$ cat config.mk
export PLATFORM = sky130hd
export DESIGN_NAME = bitwise_unit_flat
export DESIGN_NICKNAME = d
export VERILOG_FILES = /design/src/rtl/bitwise_unit_if.sv /design/src/rtl/bitwise_unit.sv /design/src/flat_wrapper.sv
export SDC_FILE = /design/constraint.sdc
export NUM_CORES = 1
export LEC_CHECK = 0
export BUFFER_PORTS_ARGS = -buffer_cell sky130_fd_sc_hd__buf_2
export CELL_PAD_IN_SITES_DETAIL_PLACEMENT = 1
export CELL_PAD_IN_SITES_GLOBAL_PLACEMENT = 1
export CORE_ASPECT_RATIO = 1.25
export CORE_UTILIZATION = 46
export DETAILED_ROUTE_END_ITERATION = 8
export PLACE_DENSITY = 0.86
export RECOVER_POWER = 100
export SLEW_MARGIN = 15
export SYNTH_ARGS = -nofsm -noshare
export SYNTH_HDL_FRONTEND = slang
export SYNTH_SLANG_ARGS = --single-unit
export TNS_END_PERCENT = 1
$ cat constraint.sdc
create_clock -name clk -period 16.2 [get_ports clk]
set_input_delay 3.24 -clock clk [delete_from_list [all_inputs] [get_ports clk]]
set_output_delay 3.24 -clock clk [all_outputs]
set_load 0.01 [all_outputs]
$ cat src/rtl/bitwise_unit_if.sv
// Request/response bundle for bitwise_unit: operand offer, result handshake
// and accumulator observation. The requester side is master, the unit is slave.
interface bitwise_unit_if #(
  parameter int DATA_WIDTH = 16,
  parameter int FUNC_WIDTH = 4
);
  logic                  in_valid;
  logic                  in_ready;
  logic [FUNC_WIDTH-1:0] in_func;
  logic                  in_acc;
  logic [DATA_WIDTH-1:0] in_a;
  logic [DATA_WIDTH-1:0] in_b;
  logic                  acc_clear;
  logic                  out_valid;
  logic                  out_ready;
  logic [DATA_WIDTH-1:0] out_result;
  logic                  out_err;
  logic [DATA_WIDTH-1:0] acc_value;

  modport master (
    output in_valid, in_func, in_acc, in_a, in_b, acc_clear, out_ready,
    input  in_ready, out_valid, out_result, out_err, acc_value
  );

  modport slave (
    input  in_valid, in_func, in_acc, in_a, in_b, acc_clear, out_ready,
    output in_ready, out_valid, out_result, out_err, acc_value
  );
endinterface

$ cat src/rtl/bitwise_unit.sv
// Registered bitwise/logic unit with accumulator chaining, reductions,
// popcount and an illegal-opcode flag; one op per valid/ready transfer.
module bitwise_unit #(
  parameter int DATA_WIDTH = 16,
  parameter int FUNC_WIDTH = 4
) (
  input logic           clk,
  input logic           reset,
  bitwise_unit_if.slave bus
);

  typedef enum logic [3:0] {
    OP_NOT    = 4'd0,
    OP_AND    = 4'd1,
    OP_OR     = 4'd2,
    OP_NAND   = 4'd3,
    OP_NOR    = 4'd4,
    OP_XOR    = 4'd5,
    OP_XNOR   = 4'd6,
    OP_PASS   = 4'd7,
    OP_ANDN   = 4'd8,
    OP_ORN    = 4'd9,
    OP_RAND   = 4'd10,
    OP_ROR    = 4'd11,
    OP_RXOR   = 4'd12,
    OP_POPCNT = 4'd13
  } op_e;

  // Count never exceeds DATA_WIDTH, which fits in DATA_WIDTH bits for widths >= 2.
  function automatic logic [DATA_WIDTH-1:0] popcount(input logic [DATA_WIDTH-1:0] v);
    logic [DATA_WIDTH-1:0] c;
    c = '0;
    for (int i = 0; i < DATA_WIDTH; i++) begin
      c = c + DATA_WIDTH'(v[i]);
    end
    return c;
  endfunction

  function automatic logic [DATA_WIDTH-1:0] bit0(input logic b);
    return {{(DATA_WIDTH-1){1'b0}}, b};
  endfunction

  logic                  out_valid_q, out_valid_d;
  logic [DATA_WIDTH-1:0] out_result_q, out_result_d;
  logic                  out_err_q, out_err_d;
  logic [DATA_WIDTH-1:0] acc_q, acc_d;

  logic                  in_ready_s;
  logic                  accept_s;
  logic                  consume_s;
  op_e                   op_s;
  logic [DATA_WIDTH-1:0] acc_seen_s;
  logic [DATA_WIDTH-1:0] a_eff_s;
  logic [DATA_WIDTH-1:0] result_s;
  logic                  err_s;

  assign in_ready_s = !out_valid_q || bus.out_ready;
  assign accept_s   = bus.in_valid && in_ready_s;
  assign consume_s  = out_valid_q && bus.out_ready;
  assign op_s       = op_e'(bus.in_func[3:0]);

  // Operand selection; a same-cycle clear makes acc-mode ops see zero.
  always_comb begin
    acc_seen_s = acc_q;
    a_eff_s    = bus.in_a;
    if (bus.acc_clear) begin
      acc_seen_s = '0;
    end else begin
      acc_seen_s = acc_q;
    end
    if (bus.in_acc) begin
      a_eff_s = acc_seen_s;
    end else begin
      a_eff_s = bus.in_a;
    end
  end

  // Opcode decode; 14 and 15 fall to the illegal default.
  always_comb begin
    result_s = '0;
    err_s    = 1'b0;
    case (op_s)
      OP_NOT:    result_s = ~a_eff_s;
      OP_AND:    result_s = a_eff_s & bus.in_b;
      OP_OR:     result_s = a_eff_s | bus.in_b;
      OP_NAND:   result_s = ~(a_eff_s & bus.in_b);
      OP_NOR:    result_s = ~(a_eff_s | bus.in_b);
      OP_XOR:    result_s = a_eff_s ^ bus.in_b;
      OP_XNOR:   result_s = ~(a_eff_s ^ bus.in_b);
      OP_PASS:   result_s = a_eff_s;
      OP_ANDN:   result_s = a_eff_s & ~bus.in_b;
      OP_ORN:    result_s = a_eff_s | ~bus.in_b;
      OP_RAND:   result_s = bit0(&a_eff_s);
      OP_ROR:    result_s = bit0(|a_eff_s);
      OP_RXOR:   result_s = bit0(^a_eff_s);
      OP_POPCNT: result_s = popcount(a_eff_s);
      default: begin
        result_s = '0;
        err_s    = 1'b1;
      end
    endcase
  end

  // Next state: an accept overrides both consume and clear.
  always_comb begin
    out_valid_d  = out_valid_q;
    out_result_d = out_result_q;
    out_err_d    = out_err_q;
    acc_d        = acc_q;
    if (accept_s) begin
      out_valid_d  = 1'b1;
      out_result_d = result_s;
      out_err_d    = err_s;
      acc_d        = result_s;
    end else begin
      if (consume_s) begin
        out_valid_d = 1'b0;
      end else begin
        out_valid_d = out_valid_q;
      end
      if (bus.acc_clear) begin
        acc_d = '0;
      end else begin
        acc_d = acc_q;
      end
    end
  end

  // State registers with synchronous reset.
  always_ff @(posedge clk) begin
    if (reset) begin
      out_valid_q  <= 1'b0;
      out_result_q <= '0;
      out_err_q    <= 1'b0;
      acc_q        <= '0;
    end else begin
      out_valid_q  <= out_valid_d;
      out_result_q <= out_result_d;
      out_err_q    <= out_err_d;
      acc_q        <= acc_d;
    end
  end

  assign bus.in_ready   = in_ready_s;
  assign bus.out_valid  = out_valid_q;
  assign bus.out_result = out_result_q;
  assign bus.out_err    = out_err_q;
  assign bus.acc_value  = acc_q;

endmodule

$ cat src/flat_wrapper.sv
// flat-port wrapper written by rule: the top's interface ports become plain ports
module bitwise_unit_flat 
#(
  parameter int DATA_WIDTH = 16,
  parameter int FUNC_WIDTH = 4
)
  (clk, reset, bus_in_valid, bus_in_func, bus_in_acc, bus_in_a, bus_in_b, bus_acc_clear, bus_out_ready, bus_in_ready, bus_out_valid, bus_out_result, bus_out_err, bus_acc_value);
  bitwise_unit_if #(.DATA_WIDTH(DATA_WIDTH), .FUNC_WIDTH(FUNC_WIDTH)) bus_i ();
  input logic clk;
  input logic reset;
  input wire logic [$bits(bus_i.in_valid)-1:0] bus_in_valid;
  input wire logic [$bits(bus_i.in_func)-1:0] bus_in_func;
  input wire logic [$bits(bus_i.in_acc)-1:0] bus_in_acc;
  input wire logic [$bits(bus_i.in_a)-1:0] bus_in_a;
  input wire logic [$bits(bus_i.in_b)-1:0] bus_in_b;
  input wire logic [$bits(bus_i.acc_clear)-1:0] bus_acc_clear;
  input wire logic [$bits(bus_i.out_ready)-1:0] bus_out_ready;
  output wire logic [$bits(bus_i.in_ready)-1:0] bus_in_ready;
  output wire logic [$bits(bus_i.out_valid)-1:0] bus_out_valid;
  output wire logic [$bits(bus_i.out_result)-1:0] bus_out_result;
  output wire logic [$bits(bus_i.out_err)-1:0] bus_out_err;
  output wire logic [$bits(bus_i.acc_value)-1:0] bus_acc_value;
  assign bus_i.in_valid = bus_in_valid;
  assign bus_i.in_func = bus_in_func;
  assign bus_i.in_acc = bus_in_acc;
  assign bus_i.in_a = bus_in_a;
  assign bus_i.in_b = bus_in_b;
  assign bus_i.acc_clear = bus_acc_clear;
  assign bus_i.out_ready = bus_out_ready;
  assign bus_in_ready = bus_i.in_ready;
  assign bus_out_valid = bus_i.out_valid;
  assign bus_out_result = bus_i.out_result;
  assign bus_out_err = bus_i.out_err;
  assign bus_acc_value = bus_i.acc_value;
  bitwise_unit #(.DATA_WIDTH(DATA_WIDTH), .FUNC_WIDTH(FUNC_WIDTH)) u_core (.clk(clk), .reset(reset), .bus(bus_i));
endmodule
# --- After elaboration in Yosys (flattened, before gate mapping) ---
# Index checks and enable logic that the tools add are counted.
# Widths: inputs -> output; s select.
word_totals:
  regBits: 34
  input_bits: 42
  out_inout_bits: 35
  wordCells: 59
classes:
  addsub: 15
  n_eq_ne: 13
  mux: 7
  n_bitwise: 10
  reduce_logical: 10
ops:
  columns: ["cell", "n"]
  rows:
  - ["$add 16x1->16", 14]
  - ["$pmux 16 s14", 1]
  - ["$not 16->16", 5]
  - ["$mux 16", 3]
  - ["$and 16x16->16", 2]
  - ["$or 16x16->16", 2]
  - ["$eq 4x4->1 const B", 6]
  - ["$eq 4x3->1 const B", 4]
  - ["$reduce_and 16->1", 1]
  - ["$reduce_or 16->1", 1]
  - ["$reduce_xor 16->1", 1]
  - ["$xor 16x16->16", 1]
  - ["$reduce_or 14->1", 1]
  - ["$eq 4x2->1 const B", 2]
  - ["$eq 4x1->1 const B", 1]
  - ["$logic_not 4->1", 1]
  - ["$mux 1", 3]
  - ["$add 1x1->2", 1]
  - ["$logic_and 1x1->1", 2]
  - ["$reduce_bool 2->1", 1]
  - ["$logic_not 1->1", 1]
  - ["$logic_or 1x1->1", 1]

# --- Depth between registers and ports, before layout ---
# Gate-level depths: netlist of run 1.
depth:
  word_depth: 19
  mapped_depth: 19
  depth_no_buf: 18

# --- Least setup slack after synthesis of run 1 ---
# No wires, ideal clock.
synth_timing:
  path_type: "input-to-reg"
  from: "input port bus_in_acc"
  to: "register u_core.out_result_q[1], in the netlist u_core.bus.out_result[1]"
  setup_time_ps: 86
  t_arrival_ps: 7791
  required_time_ps: 16114
  path_slack_ps: 8323
  path_stages: 17
  n_path_buf: 1
  path_cell_list: "buf_4 -> and3b_1 -> or2_2 -> ha_1 -> fa_1 -> fa_1 -> inv_1 -> fa_1 -> inv_1 -> fa_1 -> fa_1 -> inv_1 -> fa_1 -> o2bb2ai_1 -> mux2_1 -> a21oi_1 -> a211oi_1"
synth_via:
  elab_chain_cells: 17
  elab_cells_between_ends: 26
  classes_between: "add/sub: 15; mux: 2; bitwise: 9"
synth_rtl:
  columns: ["element", "line_no", "rtl"]
  rows:
  - ["start, declared", "flat_wrapper.sv:13", "input wire logic [$bits(bus_i.in_acc)-1:0] bus_in_acc;"]
  - ["$mux 16 (*)", "bitwise_unit.sv:71", "if (bus.in_acc) begin"]
  - ["$add 1x1->2", "bitwise_unit.sv:34", "c = c + DATA_WIDTH'(v[i]);"]
  - ["$add 16x1->16 (14 in a row)", "bitwise_unit.sv:34", null]
  - ["$pmux 16 s14 (*)", "bitwise_unit.sv:82", "case (op_s)"]
  - ["end signal, assigned", "bitwise_unit.sv:138", "out_result_q <= out_result_d;"]
  - ["end, declared", "bitwise_unit.sv:44", "logic [DATA_WIDTH-1:0] out_result_q, out_result_d;"]
# Every way passes the cells marked *; elsewhere a longest branch is shown, timed or not.
# A chain may end at the register's enable or synchronous reset.

# --- Worst setup path after layout of run 1 ---
layout_timing:
  from: "input port bus_acc_clear"
  to: "register u_core.out_result_q[1], in the netlist u_core.bus.out_result[1]"
layout_via:
  elab_chain_cells: 18
  elab_cells_between_ends: 27
  classes_between: "add/sub: 15; mux: 3; bitwise: 9"
layout_rtl:
  columns: ["element", "line_no", "rtl"]
  rows:
  - ["start, declared", "flat_wrapper.sv:16", "input wire logic [$bits(bus_i.acc_clear)-1:0] bus_acc_clear;"]
  - ["$mux 16 (*)", null, null]
  - ["$mux 16 (*)", "bitwise_unit.sv:71", null]
  - ["$add 1x1->2", "bitwise_unit.sv:34", null]
  - ["$add 16x1->16 (14 in a row)", "bitwise_unit.sv:34", null]
  - ["$pmux 16 s14 (*)", "bitwise_unit.sv:82", null]
# Marked as above.

==> results of run 1 <==
==> worst max-delay path by stage <==
stage	slack [ns]	cells past startpoint	from	to
after floorplan	8.32	17	bus_in_acc	u_core.bus.out_result[1]$_SDFFE_PP0P_
after global placement	7.52	18	bus_acc_clear	u_core.bus.out_result[1]$_SDFFE_PP0P_
after detailed placement	7.24	18	bus_acc_clear	u_core.bus.out_result[1]$_SDFFE_PP0P_
after CTS	7.50	18	bus_acc_clear	u_core.bus.out_result[1]$_SDFFE_PP0P_
after global routing	6.62	18	bus_acc_clear	u_core.bus.out_result[1]$_SDFFE_PP0P_
final	6.93	18	bus_acc_clear	u_core.bus.out_result[1]$_SDFFE_PP0P_
==> cell type report <==
cell class | instances | area [sq um] | area share, %
clock buffers | 7 | 133 | 2.58
clock inverters | 1 | 30.0 | 0.584
inverters | 47 | 176 | 3.43
multi-input cells | 476 | 3620 | 70.3
flip-flops and latches | 34 | 681 | 13.2
well taps | 129 | 161 | 3.14
repair buffers | 78 | 345 | 6.71
==> worst reg2reg max path, delay by kind of cell (launching register included) <==
| kind | cells | cell delay [ns] |
|---|---|---|
| AO/OA/AOI/OAI | 4 | 0.95 |
| adder cells (fa/ha/maj) | 7 | 3.35 |
| buffers and inverters | 4 | 0.39 |
| flip-flops | 1 | 0.33 |
| multiplexers | 1 | 0.20 |
==> logic make-up after synthesis <==
group           after synthesis
compound gates              164
mux                           7
simple gates                202
fa+ha+maj                    94
xor+xnor                      9
flops                        34
buf+inv                      93
==> sequential cells by signal (all words and copies together), names as in the netlist <==
signal                 count
u_core.bus.out_err         1
u_core.bus.out_result     16
u_core.bus.out_valid       1
u_core.bus.acc_value      16
==> power by group <==
| part | switching [mW] | internal (mW) | total, mW | leakage (nW) |
|---|---|---|---|---|
| sequential | 0.00367 | 0.0886 | 0.0923 | 0.277 |
| combinational | 0.0941 | 0.0587 | 0.153 | 1.92 |
| clock | 0.0369 | 0.0728 | 0.110 | 0.0781 |
| total | 0.135 | 0.220 | 0.355 | 2.27 |
==> cell usage after synthesis (8+ instances only) <==
cell,number,share of area [%]
ha_1,84,22
a21oi_1,57,6.0
inv_1,47,3.7
nand2_1,38,3.0
dfxtp_1,34,14
nand3_1,30,3.2
nor2_1,27,2.1
nor2b_1,26,3.4
buf_2,24,2.5
nand2b_1,18,2.4
nand3b_1,17,2.7
o21ai_0,16,1.7
clkbuf_1,11,0.87
o22ai_1,11,1.5
a22oi_1,10,1.6
fa_1,10,4.2
o31ai_1,10,1.6
a31oi_1,9,1.2
a32oi_1,9,1.7
buf_4,8,1.3
==> stage by stage <==
step	hold WS, ns	cell area (sq um)	worst slack, ns	power, mW	util, %
after floorplan	0.476	4720	8.32	0.199	-
after global placement	0.435	5030	7.52	0.231	50.0
after detailed placement	0.449	5030	7.24	0.243	50.0
after CTS	0.454	5190	7.50	0.354	51.7
after global routing	0.472	5140	6.62	0.375	51.2
final	0.450	5140	6.93	0.355	51.2
==> routing by layer <==
layer,up-vias,GRT usage (%)
met5,-,0
met4,0,18.6
met3,79,4.37
met2,172,56.0
met1,2404,35.4
li1,2211,-
==> metrics.md, run 1 <==
| Metric | Value |
|---|---|
| Hold Buf Count CTS | 0 |
| RSZ-0062 raised after global routing | false |
| Share of cells above drive strength 1 | 9.02% |
| Synthesized net count | 739 |
| Clock skew | 0.00748 ns |
| R2R Path End | u_core.bus.out_result[1]$_SDFFE_PP0P_ |
| Slew margin rel. | -149% |
| CP required | 16.38 ns |
| Mean Syn Cell Area | 7.83 sq um |
| Commonest non-fill, non-tap cells in the layout | ha_1, a21oi_1, inv_1 |
| Max Cap Violations | 1 |
| Static leakage | 2.27 nW |
| Status | complete, but fails checks |
| Detail Route Antenna Nets | 0 |
| IO Count | 77 |
| Critical hold path startpoint | u_core.bus.out_result[7]$_SDFFE_PP0P_ |
| Area Growth Syn to Fin | 8.93% |
| DR vias/cell | 6.30 |
| Drt first-iter violations | 262 |
| R2r setup slk | 10.88 ns |
| Cell Chain, Critical Path | clkbuf_1 > inv_1 > a31oi_1 > inv_1 > ha_1 > fa_1 > fa_1 > inv_1 > fa_1 > inv_1 > fa_1 > fa_1 > inv_1 > fa_1 > o2bb2ai_1 > mux2_1 > a21oi_1 > a211oi_1 |
| DR WL met2 | 8170 microns |
| HP Class | reg -> reg |
| CTS Buf Count | 5 |
| Clock Sinks | 34 |
| Leading cell type in the layout, fill and taps excluded | ha_1 |
| DRC | 0 |
| Failing checks | max-capacitance violations, max-slew violations |
| Kind of critical path | in -> reg |
| Register area share after synthesis | 14.4% |
| Total GRT Usage | 31.3% |
| Maximum VDD drop | 31.5 uV |
| Fillers | 1301 |
| Final Hold Viols | 0 |
| CTS root buf | clkbuf_16 |
| Post-Synth XOR/XNOR Area | 1.67% |
| Synthesis-stage register bit count | 34 |
| Count of cell types in the netlist | 62 |
| Post-layout net count | 778 |
| Clk_lat worst skew | 0.28 ns |
| CTS tree | yes |
| Detailed-route via count | 4866 |
| Routed len/inst | 21.2 microns |
| Worst Setup Start Kind | input port |
| Highest routed layer | met4 |
| Tcrit/Tclk final | 57.2% |
| Number of I/O port buffers | 76 |
| Diode count | 0 |
| Max Freq | 108 MHz |
| Worst path arrival time | 9.45 ns |
| Asr flop ratio synth | 0% |
| Initial core utilization | 47.0% |
| Die width | 92.6 microns |
| Slowest stage delay, CP | 0.62 ns |
| Reg2reg start | u_core.bus.acc_value[1]$_SDFF_PP0_ |
| CP max stage cell | clkbuf_1 |
| CP Buf/Inv Count | 6 |
| DP HPWL | 11700 microns |
| Syn Inst Count | 603 |
| Die extent in y | 115 microns |
| Finished Layout Cells | 772 |
| Worst-path fanout max | 16 |
| Simple logic cell fraction of the synthesized area | 23.8% |
| Cell mode on critical path | fa_1 |
| Routed wl met3 | 704 microns |
| Post-synthesis compound-gate area fraction | 23.0% |
| Routed wire length | 16400 microns |
| Worst R2R Path Depth | 16 |
| # rows | 41 |
| Yosys warnings | 0 |
| Max-slew violations | 91 |
| Gr ovfl total | 0 |
| Reg clk slew, reported paths | 0.05 ns |
| Crit end category | flop |
| Crit-path leading delay family | adder cells |
| Initial antenna violation count | 0 |
| Post-CTS setup buffers | 0 |
| Tmin final | 9.27 ns |
| Pwr/cell area | 68.9 nW/um^2 |
| Mux cell area share after synthesis | 1.67% |
| Clock Path Buffers | 2 |
| Met1 Wirelength | 6550 microns |
| Resized Gates After CTS | 0 |
| Hold EP | u_core.bus.out_result[7]$_SDFFE_PP0P_ |
| Core box area | 10100 sq um |
| H-tree depth | 2 |
| Mapped cell area | 4720 sq um |
| Pin count of the biggest net entering global routing | 91 |
| Final TNS setup | 0 ns |
| Die area | 10700 sq um |
| Hold-critical path depth | 2 |
| Number of setup violations in the final report | 0 |
| Post-synth EDFFs | 0 |
| Slew of the pin with the lowest slew margin | 3.74 ns |
| GPL Wtd Cong | 0.888 |
| Number of global-route vias before repair | 5231 |
| First-pass GRT wire length | 26100 microns |
| Largest family of logic cells by synthesized area | adder cells |
| # placed instances | 764 |
| Adder-cell share of the synthesized area | 26.5% |
| Most used DFF post-synth | dfxtp_1 |
| TritonRoute pass-1 iters | 5 |
No activity file was read; power rests on OpenSTA's default activity.
==> inputs of run 2 (changes only) <==
CORE_UTILIZATION = 43   (was 46)
PLACE_DENSITY = 0.81   (was 0.86)
clock period = 9.05 ns   (was 16.2 ns; I/O delays follow)
==> metrics.md, run 2 (synthesized netlist as in run 1, its figures left out) <==
| Metric | Value |
|---|---|
| DR vias/cell | 6.08 (was 6.30) |
| Share of cells above drive strength 1 | 9.33% (was 9.02%) |
| Commonest non-fill, non-tap cells in the layout | ha_1, a21oi_1, inv_1 (unchanged) |
| TritonRoute pass-1 iters | 4 (was 5) |
| CTS root buf | clkbuf_16 (unchanged) |
| Resized Gates After CTS | 0 (unchanged) |
| Max-slew violations | 91 (unchanged) |
| Detailed-route via count | 4715 (was 4866) |
| Reg clk slew, reported paths | 0.05 ns (about the same) |
| Max Cap Violations | 1 (unchanged) |
| Worst path arrival time | 7.96 ns (was 9.45 ns) |
| H-tree depth | 2 (unchanged) |
| Status | complete, but fails checks (unchanged) |
| Slew of the pin with the lowest slew margin | 3.80 ns (was 3.74 ns) |
| Die area | 11400 sq um (was 10700 sq um) |
| Detail Route Antenna Nets | 0 (unchanged) |
| Total GRT Usage | 29.0% (was 31.3%) |
| R2r setup slk | 3.69 ns (was 10.88 ns) |
| Worst R2R Path Depth | 17 (was 16) |
| Routed wire length | 16000 microns (was 16400 microns) |
| Post-layout net count | 778 (unchanged) |
| DP HPWL | 11800 microns (was 11700 microns) |
| CP required | 9.27 ns (was 16.38 ns) |
| IO Count | 77 (unchanged) |
| Clock Sinks | 34 (unchanged) |
| # rows | 42 (was 41) |
| Clock skew | 0.00463 ns (was 0.00748 ns) |
| Post-CTS setup buffers | 0 (unchanged) |
| HP Class | reg -> reg (unchanged) |
| Clock Path Buffers | 2 (unchanged) |
| Storage cell area | 681 sq um (unchanged) |
| Initial antenna violation count | 0 (unchanged) |
| Max Freq | 129 MHz |
| Initial core utilization | 44.5% (was 47.0%) |
| Design area | 5140 sq um (about the same) |
| Number of setup violations in the final report | 0 (unchanged) |
| Clk_lat worst skew | 0.28 ns (about the same) |
| Maximum VDD drop | 65.5 uV (was 31.5 uV) |
| Pwr/cell area | 118 nW/um^2 (was 68.9 nW/um^2) |
| Crit end category | flop (unchanged) |
| First-pass GRT wire length | 25500 microns (was 26100 microns) |
| Worst Setup Start Kind | input port (unchanged) |
| Slew margin rel. | -153% (was -149%) |
| Number of I/O port buffers | 76 (unchanged) |
| Tmin final | 7.74 ns |
| Final TNS setup | 0 ns (unchanged) |
| R2R Path End | u_core.bus.acc_value[2]$_SDFF_PP0_ (was u_core.bus.out_result[1]$_SDFFE_PP0P_) |
| Fillers | 1350 (was 1301) |
| Final Hold Viols | 0 (unchanged) |
| Area of the multi-input gates | 3620 sq um (about the same) |
| Number of global-route vias before repair | 4980 (was 5231) |
| Core box area | 10600 sq um (was 10100 sq um) |
| Die width | 95.7 microns (was 92.6 microns) |
| # placed instances | 767 (was 764) |
| Pin count of the biggest net entering global routing | 91 (unchanged) |
| Leading cell type in the layout, fill and taps excluded | ha_1 (unchanged) |
| Static leakage | 2.27 nW (about the same) |
| Worst-path fanout max | 16 (unchanged) |
| Routed len/inst | 20.7 microns (was 21.2 microns) |
| Area Growth Syn to Fin | 8.74% (was 8.93%) |
| Worst setup path startpoint | bus_acc_clear (unchanged) |
| Diode count | 0 (unchanged) |
| Kind of critical path | in -> reg (unchanged) |
| Die extent in y | 119 microns (was 115 microns) |
| Crit path to | u_core.bus.acc_value[2]$_SDFF_PP0_ (was u_core.bus.out_result[1]$_SDFFE_PP0P_) |
| CTS tree | yes (unchanged) |
| GPL Wtd Cong | 0.903 (was 0.888) |
| Finished Layout Cells | 775 (was 772) |
| WHS | 0.451 ns (was 0.450 ns) |
| Reg2reg start | u_core.bus.acc_value[1]$_SDFF_PP0_ (unchanged) |
| RSZ-0062 raised after global routing | false (unchanged) |
| Tcrit/Tclk final | 85.5% |
| Hold Buf Count CTS | 0 (unchanged) |
| DP Area | 5040 sq um (was 5030 sq um) |
| Gr ovfl total | 0 (unchanged) |
| Drt first-iter violations | 289 (was 262) |
| Failing checks | max-capacitance violations, max-slew violations (unchanged) |
| CTS Buf Count | 5 (unchanged) |
| DRC | 0 (unchanged) |
[run 2: cell types whose count changed in the layout (fill, tap and decap cells not counted)]
cell	before	now
bufinv_16	1	0
clkbuf_1	40	39
clkbuf_8	0	1
clkinv_2	0	1
nor2b_1	26	25
nor2b_2	0	1
[run 2: power breakdown]
group          internal (mW)  total (mW)  switching, mW  leakage (nW)
combinational          0.104       0.267          0.163          1.92
clock                  0.109       0.172         0.0629        0.0739
sequential             0.159       0.165        0.00635         0.277
total                  0.372       0.604          0.232          2.27
[run 2: cell type report]
cell class                 count  area share [%]
multi-input combinational    476            70.5
sequential                    34            13.3
timing repair buffer          78            6.72
inverter                      47            3.43
tap                          132            3.22
clock buffer                   7            2.78
clock inverter                 1          0.0974
[run 2: worst min-delay path by stage]
stage / from / endpoint / depth (start not counted)
after floorplan: u_core.bus.out_result[10]$_SDFFE_PP0P_ / u_core.bus.out_result[10]$_SDFFE_PP0P_ / 2
after global placement: u_core.bus.out_result[8]$_SDFFE_PP0P_ / u_core.bus.out_result[8]$_SDFFE_PP0P_ / 2
after detailed placement: u_core.bus.out_result[12]$_SDFFE_PP0P_ / u_core.bus.out_result[12]$_SDFFE_PP0P_ / 2
after CTS: u_core.bus.out_result[12]$_SDFFE_PP0P_ / u_core.bus.out_result[12]$_SDFFE_PP0P_ / 2
after global routing: u_core.bus.out_result[12]$_SDFFE_PP0P_ / u_core.bus.out_result[12]$_SDFFE_PP0P_ / 2
final: u_core.bus.out_result[12]$_SDFFE_PP0P_ / u_core.bus.out_result[12]$_SDFFE_PP0P_ / 2
[run 2: routing by layer]
layer / part of all wire [%] / wire, microns / vias up / global-route usage, %
met3: 6.7 / 1070 / 33 / 3.70
met2: 50 / 8030 / 157 / 49.1
li1: - / - / 2203 / -
met1: 40 / 6360 / 2322 / 35.5
met4: 3.4 / 537 / 0 / 14.1
met5: 0 / 0 / - / 0
[run 2: critical path: stages]
cell	delay (ns)
clkbuf_1	0.58
inv_1	0.53
a31oi_1	0.56
inv_1	0.18
ha_1	0.37
fa_1	0.53
fa_1	0.55
inv_1	0.06
fa_1	0.54
inv_1	0.06
fa_1	0.57
fa_1	0.20
inv_1	0.06
fa_1	0.39
xor2_1	0.16
o22ai_1	0.21
nand2_1	0.09
a31o_2	0.41
nand3_1	0.08
[run 2: stage by stage]
| stage | util [%] | total power [mW] | setup WS [ns] |
|---|---|---|---|
| 2_1_floorplan | - | 0.356 | 2.60 |
| 3_3_place_gp | 47.4 | 0.415 | 1.86 |
| 3_5_place_dp | 47.5 | 0.432 | 1.61 |
| 4_1_cts | 48.9 | 0.604 | 1.87 |
| 5_1_grt | 48.4 | 0.640 | 1.09 |
| 6_report | 48.4 | 0.604 | 1.31 |
==> inputs of run 3 (changes only) <==
ABC_AREA = 1   (was unset)
CORE_UTILIZATION = 41   (was 43)
PLACE_DENSITY = 0.85   (was 0.81)
==> metrics.md, run 3 <==
| Metric | Value |
|---|---|
| Synthesis-stage register bit count | 34 (unchanged) |
| Max Freq | 139 MHz (was 129 MHz) |
| DR vias/cell | 5.41 (was 6.08) |
| Post-layout net count | 867 (was 778) |
| Detailed-route via count | 4649 (was 4715) |
| Final TNS setup | 0 ns (unchanged) |
| Max Cap Violations | 0 (was 1) |
| Number of global-route vias before repair | 5000 (was 4980) |
| Core box area | 10200 sq um (was 10600 sq um) |
| Die area | 11100 sq um (was 11400 sq um) |
| RSZ-0062 raised after global routing | false (unchanged) |
| Diode count | 0 (unchanged) |
| Ranking of synthesized cells by area | ha_1, nand2_1, dfxtp_1, inv_1, nor2_1 (was ha_1, dfxtp_1, a21oi_1, fa_1, inv_1) |
| Total GRT Usage | 28.6% (was 29.0%) |
| Gr ovfl total | 0 (unchanged) |
| # rows | 41 (was 42) |
| Count of cell types in the netlist | 32 (was 62) |
| Routed len/inst | 17.6 microns (was 20.7 microns) |
| Number of I/O port buffers | 76 (unchanged) |
| Drt first-iter violations | 244 (was 289) |
| Resized Gates After CTS | 0 (unchanged) |
| Worst-path fanout max | 20 (was 16) |
| Pwr/cell area | 121 nW/um^2 (was 118 nW/um^2) |
| Die width | 94.3 microns (was 95.7 microns) |
| H-tree depth | 2 (unchanged) |
| GRT met1 Usage | 35.1% (was 35.5%) |
| Clock Sinks | 34 (unchanged) |
| Busiest grt layer | met2 (unchanged) |
| Maximum VDD drop | 64.6 uV (was 65.5 uV) |
| Yosys warnings | 0 (unchanged) |
| TritonRoute pass-1 iters | 4 (unchanged) |
| CP required | 9.19 ns (was 9.27 ns) |
| Final Hold Viols | 0 (unchanged) |
| Routed wire length | 15100 microns (was 16000 microns) |
| Pin count of the biggest net entering global routing | 36 (was 91) |
| Static leakage | 2.47 nW (was 2.27 nW) |
| Worst path arrival time | 7.33 ns (was 7.96 ns) |
| Asr flop ratio synth | 0% (unchanged) |
| Detail Route Antenna Nets | 0 (unchanged) |
| IO Count | 77 (unchanged) |
| Crit end category | flop (unchanged) |
| Syn Inst Count | 665 (was 603) |
| Post-synth EDFFs | 0 (unchanged) |
| Number of setup violations in the final report | 0 (unchanged) |
| Met3 Resource Use GR | 1.75% (was 3.70%) |
| Slew of the pin with the lowest slew margin | 1.42 ns (was 3.80 ns) |
| Initial core utilization | 42.8% (was 44.5%) |
| DRC | 0 (unchanged) |
| Tmin final | 7.19 ns (was 7.74 ns) |
| Tcrit/Tclk final | 79.5% (was 85.5%) |
| Register area share after synthesis | 15.6% (was 14.4%) |
| Met2 Use GR | 49.0% (was 49.1%) |
| Kind of critical path | in -> reg (unchanged) |
| Share of cells above drive strength 1 | 11.1% (was 9.33%) |
| Clock skew | 0.00196 ns (was 0.00463 ns) |
| GPL Wtd Cong | 0.892 (was 0.903) |
| First-pass GRT wire length | 24700 microns (was 25500 microns) |
| Total power | 0.592 mW (was 0.604 mW) |
| Clock Path Buffers | 2 (unchanged) |
| HP Class | reg -> reg (unchanged) |
| Commonest non-fill, non-tap cells in the layout | nand2_1, ha_1, inv_1 (was ha_1, a21oi_1, inv_1) |
| Most common cell in the netlist | nand2_1 (was ha_1) |
| Post-CTS setup buffers | 0 (unchanged) |
| Synthesized net count | 801 (was 739) |
| Initial antenna violation count | 0 (unchanged) |
| Status | complete, no violations (was complete, but fails checks) |
| CTS root buf | clkbuf_16 (unchanged) |
| Area Growth Syn to Fin | 12.4% (was 8.74%) |
| Clk_lat worst skew | 0.28 ns (about the same) |
| Area leader, netlist | ha_1 (unchanged) |
| CTS Buf Count | 5 (unchanged) |
| Mean Syn Cell Area | 6.57 sq um (was 7.83 sq um) |
| Fillers | 1429 (was 1350) |
| Top-area cell type share of the netlist area | 24.0% (was 22.3%) |
| Most used DFF post-synth | dfxtp_1 (unchanged) |
| Mapped cell area | 4370 sq um (was 4720 sq um) |
| Leading cell type in the layout, fill and taps excluded | nand2_1 (was ha_1) |
| Die extent in y | 117 microns (was 119 microns) |
| Max-slew violations | 0 (was 91) |
| Hold Buf Count CTS | 0 (unchanged) |
| Top cells by count, synth | nand2_1, ha_1, inv_1, nor2_1, a21oi_1 (was ha_1, a21oi_1, inv_1, nand2_1, dfxtp_1) |
| Slew margin rel. | 5.23% (was -153%) |
| DP HPWL | 11900 microns (was 11800 microns) |
| Worst Setup Start Kind | input port (unchanged) |
| CTS tree | yes (unchanged) |
| Reg clk slew, reported paths | 0.05 ns (about the same) |
## run 3: cell types whose count changed after synthesis, moves of 17 or more
cell,delta
inv_1,+26
nor2_1,+33
nand2_1,+148
nor2b_1,-26
o21ai_1,+19
buf_2,-17
nand2b_1,-18
o21ai_0,+19
## run 3: final cells by class
type	instances	area (sq um)	share of cell area [%]
clock buffers	7	133	2.70
inverters	86	324	6.60
multi-input cells	525	3260	66.4
flip-flops and latches	34	681	13.9
well taps	129	161	3.29
repair buffers	79	354	7.21
## run 3: metal layers
| metal | up-vias | routed length (microns) | part of all wire [%] |
|---|---|---|---|
| met3 | 37 | 903 | 6.0 |
| met2 | 162 | 7350 | 49 |
| met5 | - | 0 | 0 |
| li1 | 2248 | - | - |
| met1 | 2202 | 6310 | 42 |
| met4 | 0 | 555 | 3.7 |
## run 3: final timing paths
kind	from	endpoint	slack [ns]	depth (start not counted)
worst max-delay path	bus_in_acc	u_core.bus.out_result[4]$_SDFFE_PP0P_	1.86	19
worst min-delay path	u_core.bus.out_result[11]$_SDFFE_PP0P_	u_core.bus.out_result[11]$_SDFFE_PP0P_	0.47	2
worst max register to register	u_core.bus.acc_value[1]$_SDFF_PP0_	u_core.bus.out_result[4]$_SDFFE_PP0P_	3.79	21
worst min register to register	u_core.bus.out_result[11]$_SDFFE_PP0P_	u_core.bus.out_result[11]$_SDFFE_PP0P_	0.47	2
## run 3: report_power, final
part           internal [mW]  total, mW  leakage (nW)  switching (mW)
Combinational         0.0943      0.267          2.13           0.173
Sequential             0.160      0.166         0.277         0.00647
Clock                  0.100      0.159        0.0640          0.0585
## run 3: logic make-up (layout without fill, tap and decap cells)
| logic type | Yosys count | in the layout | synth area share, % |
|---|---|---|---|
| fa+ha+maj | 94 | 94 | 28.6 |
| flops | 34 | 34 | 15.6 |
| buf+inv | 106 | 172 | 9.85 |
| simple gates | 319 | 319 | 31.7 |
| compound gates | 112 | 112 | 14.2 |
## run 3: metrics by stage
stage	hold WS (ns)	setup WS [ns]	instance area (sq um)	utilization (%)	instances
after global placement	0.452	2.24	4830	47.3	853
after CTS	0.465	2.22	4960	48.6	860
after floorplan	0.490	2.59	4370	-	665
final	0.469	1.86	4910	48.1	860
after detailed placement	0.458	1.94	4830	47.3	853
after global routing	0.499	1.47	4910	48.1	860
## run 3: critical path, cell delays in order
cell	delay (ns)
clkbuf_1	0.59
inv_1	0.41
o21ai_0	0.73
fa_1	0.57
fa_1	0.56
inv_1	0.06
fa_1	0.53
inv_1	0.05
fa_1	0.51
fa_1	0.47
inv_1	0.09
fa_1	0.19
nor2_1	0.06
nor2_1	0.10
nor2_1	0.07
nor3_1	0.21
nand3_1	0.12
nand2_1	0.10
a21oi_1	0.09
